--- src/rtl/ks_voice_if.sv ---
// Note-request and voice-bank signals between the sequencer front end and ks_voice_scheduler.
interface ks_voice_if #(
    parameter int NUM_VOICES = 4,
    parameter int LEN_W      = 8
);
    localparam int IDX_W = $clog2(NUM_VOICES);

    // A request transfers on a rising edge where req_valid && req_ready; the front end
    // keeps req_valid and req_len stable until then, and req_ready may drop without a transfer.
    logic                        req_valid;
    logic                        req_ready;
    logic [LEN_W-1:0]            req_len;
    logic [NUM_VOICES-1:0]       voice_release;
    logic [NUM_VOICES-1:0]       voice_trig;
    logic [NUM_VOICES*LEN_W-1:0] voice_len;
    logic [NUM_VOICES-1:0]       voice_busy;
    logic                        alloc_valid;
    logic [IDX_W-1:0]            alloc_voice;
    logic                        alloc_steal;

    modport master (
        output req_valid, req_len, voice_release,
        input  req_ready, voice_trig, voice_len, voice_busy,
               alloc_valid, alloc_voice, alloc_steal
    );

    modport slave (
        input  req_valid, req_len, voice_release,
        output req_ready, voice_trig, voice_len, voice_busy,
               alloc_valid, alloc_voice, alloc_steal
    );
endinterface

--- src/rtl/ks_voice_scheduler.sv ---
// Allocates pluck requests to Karplus-Strong voices and holds each voice's trig for TRIG_HOLD cycles.
// Define KS_VOICE_STEAL_EN to let a request steal a busy voice (round robin) when none is free.
module ks_voice_scheduler #(
    parameter int NUM_VOICES = 4,
    parameter int LEN_W      = 8,
    parameter int MIN_LEN    = 4,
    parameter int TRIG_HOLD  = 16
) (
    input  logic       clk,
    input  logic       reset,
    ks_voice_if.slave  bus,
    output logic [1:0] dbg_state_o
);
    localparam int IDX_W  = $clog2(NUM_VOICES);
    localparam int HOLD_W = $clog2(TRIG_HOLD);

    typedef enum logic [1:0] {
        ST_IDLE  = 2'd0,
        ST_ALLOC = 2'd1,
        ST_TRIG  = 2'd2
    } state_e;

    state_e                              state_q, state_d;
    logic [LEN_W-1:0]                    len_q, len_d;
    logic [NUM_VOICES-1:0][LEN_W-1:0]    voice_len_q, voice_len_d;
    logic [NUM_VOICES-1:0]               busy_q, busy_d;
    logic [NUM_VOICES-1:0]               trig_q, trig_d;
    logic                                alloc_valid_q, alloc_valid_d;
    logic [IDX_W-1:0]                    alloc_voice_q, alloc_voice_d;
    logic                                alloc_steal_q, alloc_steal_d;
    logic [HOLD_W-1:0]                   hold_q, hold_d;

    logic [IDX_W-1:0] free_idx;
    logic             free_found;
    logic [IDX_W-1:0] sel_idx;
    logic             steal_sel;
    logic             can_accept;
    logic             req_ready;

    // Scan from the top so the lowest-index free voice is the one left standing.
    always_comb begin
        free_found = 1'b0;
        free_idx   = '0;
        for (int v = NUM_VOICES - 1; v >= 0; v--) begin
            if (!busy_q[v]) begin
                free_found = 1'b1;
                free_idx   = IDX_W'(v);
            end
        end
    end

`ifdef KS_VOICE_STEAL_EN
    logic [IDX_W-1:0] steal_ptr_q, steal_ptr_d;

    assign can_accept = 1'b1;
    assign steal_sel  = ~free_found;
    assign sel_idx    = free_found ? free_idx : steal_ptr_q;

    always_comb begin
        steal_ptr_d = steal_ptr_q;
        if (state_q == ST_ALLOC && steal_sel) begin
            steal_ptr_d = (steal_ptr_q == IDX_W'(NUM_VOICES - 1)) ? '0 : steal_ptr_q + 1'b1;
        end
    end

    always_ff @(posedge clk) begin
        if (reset) begin
            steal_ptr_q <= '0;
        end else begin
            steal_ptr_q <= steal_ptr_d;
        end
    end
`else
    assign can_accept = ~&busy_q;
    assign steal_sel  = 1'b0;
    assign sel_idx    = free_idx;
`endif

    assign req_ready = (state_q == ST_IDLE) && !reset && can_accept;

    always_comb begin
        state_d       = state_q;
        len_d         = len_q;
        voice_len_d   = voice_len_q;
        busy_d        = busy_q & ~bus.voice_release;
        trig_d        = trig_q;
        alloc_valid_d = 1'b0;
        alloc_voice_d = alloc_voice_q;
        alloc_steal_d = 1'b0;
        hold_d        = hold_q;
        case (state_q)
            ST_IDLE: begin
                if (bus.req_valid && req_ready) begin
                    len_d   = (bus.req_len < LEN_W'(MIN_LEN)) ? LEN_W'(MIN_LEN) : bus.req_len;
                    state_d = ST_ALLOC;
                end
            end
            ST_ALLOC: begin
                // The load wins over a release of the same voice in this cycle.
                voice_len_d[sel_idx] = len_q;
                busy_d[sel_idx]      = 1'b1;
                trig_d               = '0;
                trig_d[sel_idx]      = 1'b1;
                alloc_valid_d        = 1'b1;
                alloc_voice_d        = sel_idx;
                alloc_steal_d        = steal_sel;
                hold_d               = HOLD_W'(TRIG_HOLD - 1);
                state_d              = ST_TRIG;
            end
            ST_TRIG: begin
                // A release of the voice being plucked is ignored until the pluck completes.
                busy_d[alloc_voice_q] = 1'b1;
                if (hold_q == '0) begin
                    trig_d  = '0;
                    state_d = ST_IDLE;
                end else begin
                    hold_d = hold_q - 1'b1;
                end
            end
            default: begin
                state_d = ST_IDLE;
                trig_d  = '0;
            end
        endcase
    end

    always_ff @(posedge clk) begin
        if (reset) begin
            state_q       <= ST_IDLE;
            len_q         <= LEN_W'(MIN_LEN);
            voice_len_q   <= {NUM_VOICES{LEN_W'(MIN_LEN)}};
            busy_q        <= '0;
            trig_q        <= '0;
            alloc_valid_q <= 1'b0;
            alloc_voice_q <= '0;
            alloc_steal_q <= 1'b0;
            hold_q        <= '0;
        end else begin
            state_q       <= state_d;
            len_q         <= len_d;
            voice_len_q   <= voice_len_d;
            busy_q        <= busy_d;
            trig_q        <= trig_d;
            alloc_valid_q <= alloc_valid_d;
            alloc_voice_q <= alloc_voice_d;
            alloc_steal_q <= alloc_steal_d;
            hold_q        <= hold_d;
        end
    end

    assign bus.req_ready   = req_ready;
    assign bus.voice_trig  = trig_q;
    assign bus.voice_len   = voice_len_q;
    assign bus.voice_busy  = busy_q;
    assign bus.alloc_valid = alloc_valid_q;
    assign bus.alloc_voice = alloc_voice_q;
    assign bus.alloc_steal = alloc_steal_q;
    assign dbg_state_o     = state_q;
endmodule

--- src/flat_wrapper.sv ---
// flat-port wrapper written by rule: the top's interface ports become plain ports
module ks_voice_scheduler_flat 
#(
    parameter int NUM_VOICES = 4,
    parameter int LEN_W      = 8,
    parameter int MIN_LEN    = 4,
    parameter int TRIG_HOLD  = 16
)
  (clk, reset, dbg_state_o, bus_req_valid, bus_req_len, bus_voice_release, bus_req_ready, bus_voice_trig, bus_voice_len, bus_voice_busy, bus_alloc_valid, bus_alloc_voice, bus_alloc_steal);
  ks_voice_if #(.NUM_VOICES(NUM_VOICES), .LEN_W(LEN_W)) bus_i ();
  input  logic clk;
  input  logic reset;
  output logic [1:0] dbg_state_o;
  input wire logic [$bits(bus_i.req_valid)-1:0] bus_req_valid;
  input wire logic [$bits(bus_i.req_len)-1:0] bus_req_len;
  input wire logic [$bits(bus_i.voice_release)-1:0] bus_voice_release;
  output wire logic [$bits(bus_i.req_ready)-1:0] bus_req_ready;
  output wire logic [$bits(bus_i.voice_trig)-1:0] bus_voice_trig;
  output wire logic [$bits(bus_i.voice_len)-1:0] bus_voice_len;
  output wire logic [$bits(bus_i.voice_busy)-1:0] bus_voice_busy;
  output wire logic [$bits(bus_i.alloc_valid)-1:0] bus_alloc_valid;
  output wire logic [$bits(bus_i.alloc_voice)-1:0] bus_alloc_voice;
  output wire logic [$bits(bus_i.alloc_steal)-1:0] bus_alloc_steal;
  assign bus_i.req_valid = bus_req_valid;
  assign bus_i.req_len = bus_req_len;
  assign bus_i.voice_release = bus_voice_release;
  assign bus_req_ready = bus_i.req_ready;
  assign bus_voice_trig = bus_i.voice_trig;
  assign bus_voice_len = bus_i.voice_len;
  assign bus_voice_busy = bus_i.voice_busy;
  assign bus_alloc_valid = bus_i.alloc_valid;
  assign bus_alloc_voice = bus_i.alloc_voice;
  assign bus_alloc_steal = bus_i.alloc_steal;
  ks_voice_scheduler #(.NUM_VOICES(NUM_VOICES), .LEN_W(LEN_W), .MIN_LEN(MIN_LEN), .TRIG_HOLD(TRIG_HOLD)) u_core (.clk(clk), .reset(reset), .bus(bus_i), .dbg_state_o(dbg_state_o));
endmodule
--- config.mk ---
export PLATFORM = sky130hd
export DESIGN_NAME = ks_voice_scheduler_flat
export DESIGN_NICKNAME = d
export VERILOG_FILES = /design/src/rtl/ks_voice_if.sv /design/src/rtl/ks_voice_scheduler.sv /design/src/flat_wrapper.sv
export SDC_FILE = /design/constraint.sdc
export NUM_CORES = 1
export LEC_CHECK = 0
export CORE_ASPECT_RATIO = 1.75
export CORE_MARGIN = 1
export CORE_UTILIZATION = 61
export CTS_CLUSTER_DIAMETER = 50
export DETAILED_ROUTE_END_ITERATION = 8
export DONT_BUFFER_PORTS = 1
export PLACE_DENSITY_LB_ADDON = 0.15
export SYNTH_ARGS = -nofsm -noshare
export SYNTH_HDL_FRONTEND = slang
export SYNTH_SLANG_ARGS = --single-unit
--- constraint.sdc ---
create_clock -name clk -period 2.7 [get_ports clk]
set_clock_uncertainty 0.2 [all_clocks]
set_input_delay 0.27 -clock clk [delete_from_list [all_inputs] [get_ports clk]]
set_output_delay 0.27 -clock clk [all_outputs]
set_load 0.01 [all_outputs]
==> flow_metrics.tcl <==
set metrics [dict create \
    stdcell_count 326 \
    num_io_pins 62 \
    synth_cell_type_count 36 \
    seq_area_frac_synth 0.488 \
    nFillCells 300 \
    cts_max_level 3 \
    worstSetupEndpointType "register" \
    grt_pass1_wl_um 8470 \
    path_cells "inv_1, ha_1, or4b_2, nor3_1, a21oi_1, a21oi_1" \
    yosysMostFrequentCell "dfxtp_1" \
    num_rows 29 \
    post_cts_buffers 0 \
    synth_largest_area_cell "dfxtp_1" \
    port-buffer-count 0 \
    clock-sinks 57 \
    syn_area_um2 2340 \
    core_area_um2 3630 \
    track_usage 0.277 \
    drt-initial-drc-count 41 \
    wl_per_cell_um 16.2 \
    p_sw_w 0.000712 \
    vdd_drop_max_mv 0.636 \
    synth_edf_count 0 \
    synth_top_area_frac 0.488 \
    setup_viol 0 \
    path_class "reg2reg" \
    finalHoldViolations 0 \
    maxCapViolations 0 \
    cts_root_buffer "clkbuf_8" \
    cp.required_ns 2.76 \
    final_max_slew_viol_count 0 \
    vias 1855 \
    power_density_nw_per_um2 883 \
    die_h_um 83.9 \
    slowest_stage "or4b_2" \
    pwr-share-comb 0.234 \
    period_minus_slack_ns 2.22 \
    synthArstFlopShare 0 \
    layout_setup_ws_ns 0.478 \
    timing.hold.ws_ns 0.0692 \
    power_frac_clock 0.341 \
    firstDrtPassIters 4 \
    ys_warn_count 0 \
    crit_path_start_kind "register" \
    critPathArrivalTime_ns 2.28 \
    routabilityCongestion 0.819 \
    cts.path.max_buffers 2 \
    whs_path_depth 2 \
    tns_ns 0 \
    placed_area_um2 2350 \
    hp-class "in2reg" \
    wirelength_um 5290 \
    start_util 0.644 \
    fin_crit_sh 0.823 \
    critical_path.max_stage_delay_ns 0.65 \
    area_delta_synth_final_pct 15.3 \
    synth.avg_cell_area_um2 8.88 \
    vias_per_cell 5.69 \
    grt_setup_unrepaired "false" \
    synthTopCellsByArea "dfxtp_1 49%, mux2i_1 9.4%, nand2_1 6.1%" \
    synthTopCellsByCount "57 x dfxtp_1, 38 x nand2_1, 30 x nor2_1" \
    worst_pin_slew_ns 0.669 \
    status "finished clean" \
    place_ws_ns 0.531 \
    cts_tree "built" \
    p_sw_frac 0.300 \
    layout-drive-gt1-share 0.0893 \
    crit_top_cell "a21oi_1" \
    area.sequential_um2 1140 \
    multi_input_area_um2 1090 \
    leakage_nw 1.06 \
    clk_latency_ns 0.33 \
    reg2regPathDepth 6 \
    grt_pass1_vias 1849 \
    die_x_um 48.8 \
    p_int_w 0.00167 \
    seq_power_share 0.425 \
    overflow 0 \
    design.die.area_um2 4090 \
    final_antenna_net_count 0 \
    dp_hpwl_um 3380 \
    path_max_fanout 15 \
    relSlewSlack 0.552 \
    antenna_cells 0 \
    clk_pin_slew_ns 0.06 \
    clock.fmax_mhz 450 \
    drc 0 \
    syn_inst 263 \
    antenna_found_initial 0 \
    grt_max_degree 60 \
    fin_nets 295 \
    dp_cells 297 \
    synth_nets 283 \
    ys_ff_latch 57 \
    ys.flop_type "dfxtp_1" \
    cts_buffers 9 \
    fin_area_um2 2690 \
]
==> path summary, 6_finish.rpt <==
path / endpoint / slack (ns) / start
max: u_core.hold_q[3] / 0.48 / u_core.dbg_state_o[0]
min: u_core.bus.voice_len[29] / 0.07 / reset
max reg2reg: u_core.hold_q[3] / 0.48 / u_core.dbg_state_o[0]
min reg2reg: u_core.bus.voice_len[13] / 0.30 / u_core.bus.voice_len[13]
==> power by group through the flow <==
stage | sequential [W] | clock [W] | combinational, W
after floorplan | 0.00101 | 0 | 0.000426
after global placement | 0.00103 | 0 | 0.000507
after detailed placement | 0.00103 | 0 | 0.000513
after CTS | 0.00101 | 0.000827 | 0.000549
after global routing | 0.00102 | 0.000863 | 0.000618
final | 0.00101 | 0.000811 | 0.000555
==> worst max-delay path, delay by kind of cell, from the launching register on <==
kind,cells,cell delay (ns)
simple gates,2,0.80
fa+ha+maj,1,0.44
buf+inv,1,0.12
compound gates,2,0.22
flops,1,0.36
==> metrics by stage <==
| stage | util | power [W] |
|---|---|---|
| final | 0.742 | 0.00238 |
| after global routing | 0.742 | 0.00250 |
| after CTS | 0.742 | 0.00239 |
| after detailed placement | 0.647 | 0.00154 |
| after global placement | 0.647 | 0.00153 |
| after floorplan | - | 0.00144 |
==> routing by layer <==
metal,global-route usage,routed length [um]
met1,0.275,1950
met2,0.492,2940
met3,0.0856,255
met4,0.158,136
met5,0,0
==> logic make-up after synthesis <==
group	Yosys count	share of synthesized area
other	1	0.00161
adder cells (fa/ha/maj)	5	0.0268
AO/OA/AOI/OAI	45	0.114
AND/OR/NAND/NOR	109	0.224
multiplexers	23	0.101
flip-flops	57	0.488
buffers and inverters	23	0.0445
==> cells in the final DEF, fill, tap and decap left out <==
cell / netlist / final
dfxtp_1: 57 / 57
nand2_1: 38 / 38
nor2_1: 30 / 30
a21oi_1: 28 / 28
mux2i_1: 22 / 22
clkbuf_8: 0 / 12
dlygate4sd3_1: 0 / 12
nand2b_1: 10 / 10
inv_1: 7 / 7
o21ai_0: 6 / 6
nand3_1: 5 / 5
nor2b_1: 5 / 5
ha_1: 5 / 5
nor3_1: 4 / 4
buf_4: 1 / 4
or2_2: 3 / 3
nand3b_1: 3 / 3
a211o_1: 3 / 3
nor3b_1: 2 / 2
a211oi_1: 2 / 2
a31oi_1: 2 / 2
and3b_1: 2 / 2
clkbuf_1: 9 / 2
nand4_1: 1 / 1
o31ai_1: 1 / 1
a21boi_1: 0 / 1
and4b_1: 1 / 1
or3b_1: 1 / 1
and2_0: 1 / 1
o21bai_4: 1 / 1
mux2_4: 1 / 1
nor4_1: 1 / 1
a21o_1: 1 / 1
nand4b_1: 1 / 1
or4b_2: 1 / 1
conb_1: 1 / 1
bufinv_16: 0 / 1
clkinv_2: 0 / 1
buf_12: 0 / 1
==> sequential cells by signal, indices dropped and copies added, names as in the netlist <==
name,cells
u_core.dbg_state_o,2
u_core.bus.alloc_valid,1
u_core.len_q,8
u_core.bus.voice_len,32
u_core.bus.voice_busy,4
u_core.bus.voice_trig,4
u_core.bus.alloc_voice,2
u_core.hold_q,4
==> timing repair <==
item / 4_1_cts / 5_1_grt
resized for setup: 0 / 0
hold buffers: 13 / 0
hold endpoints to repair: 57 / 0
==> area by class of cell <==
class                   instances  area share
clock buffers                  14      0.0641
clock inverters                 2      0.0130
inverters                       7     0.00975
multi-input cells             183       0.405
flip-flops and latches         57       0.424
well taps                      46      0.0214
repair buffers                 17      0.0632
Note: power is estimated with default switching activity, not from simulation.
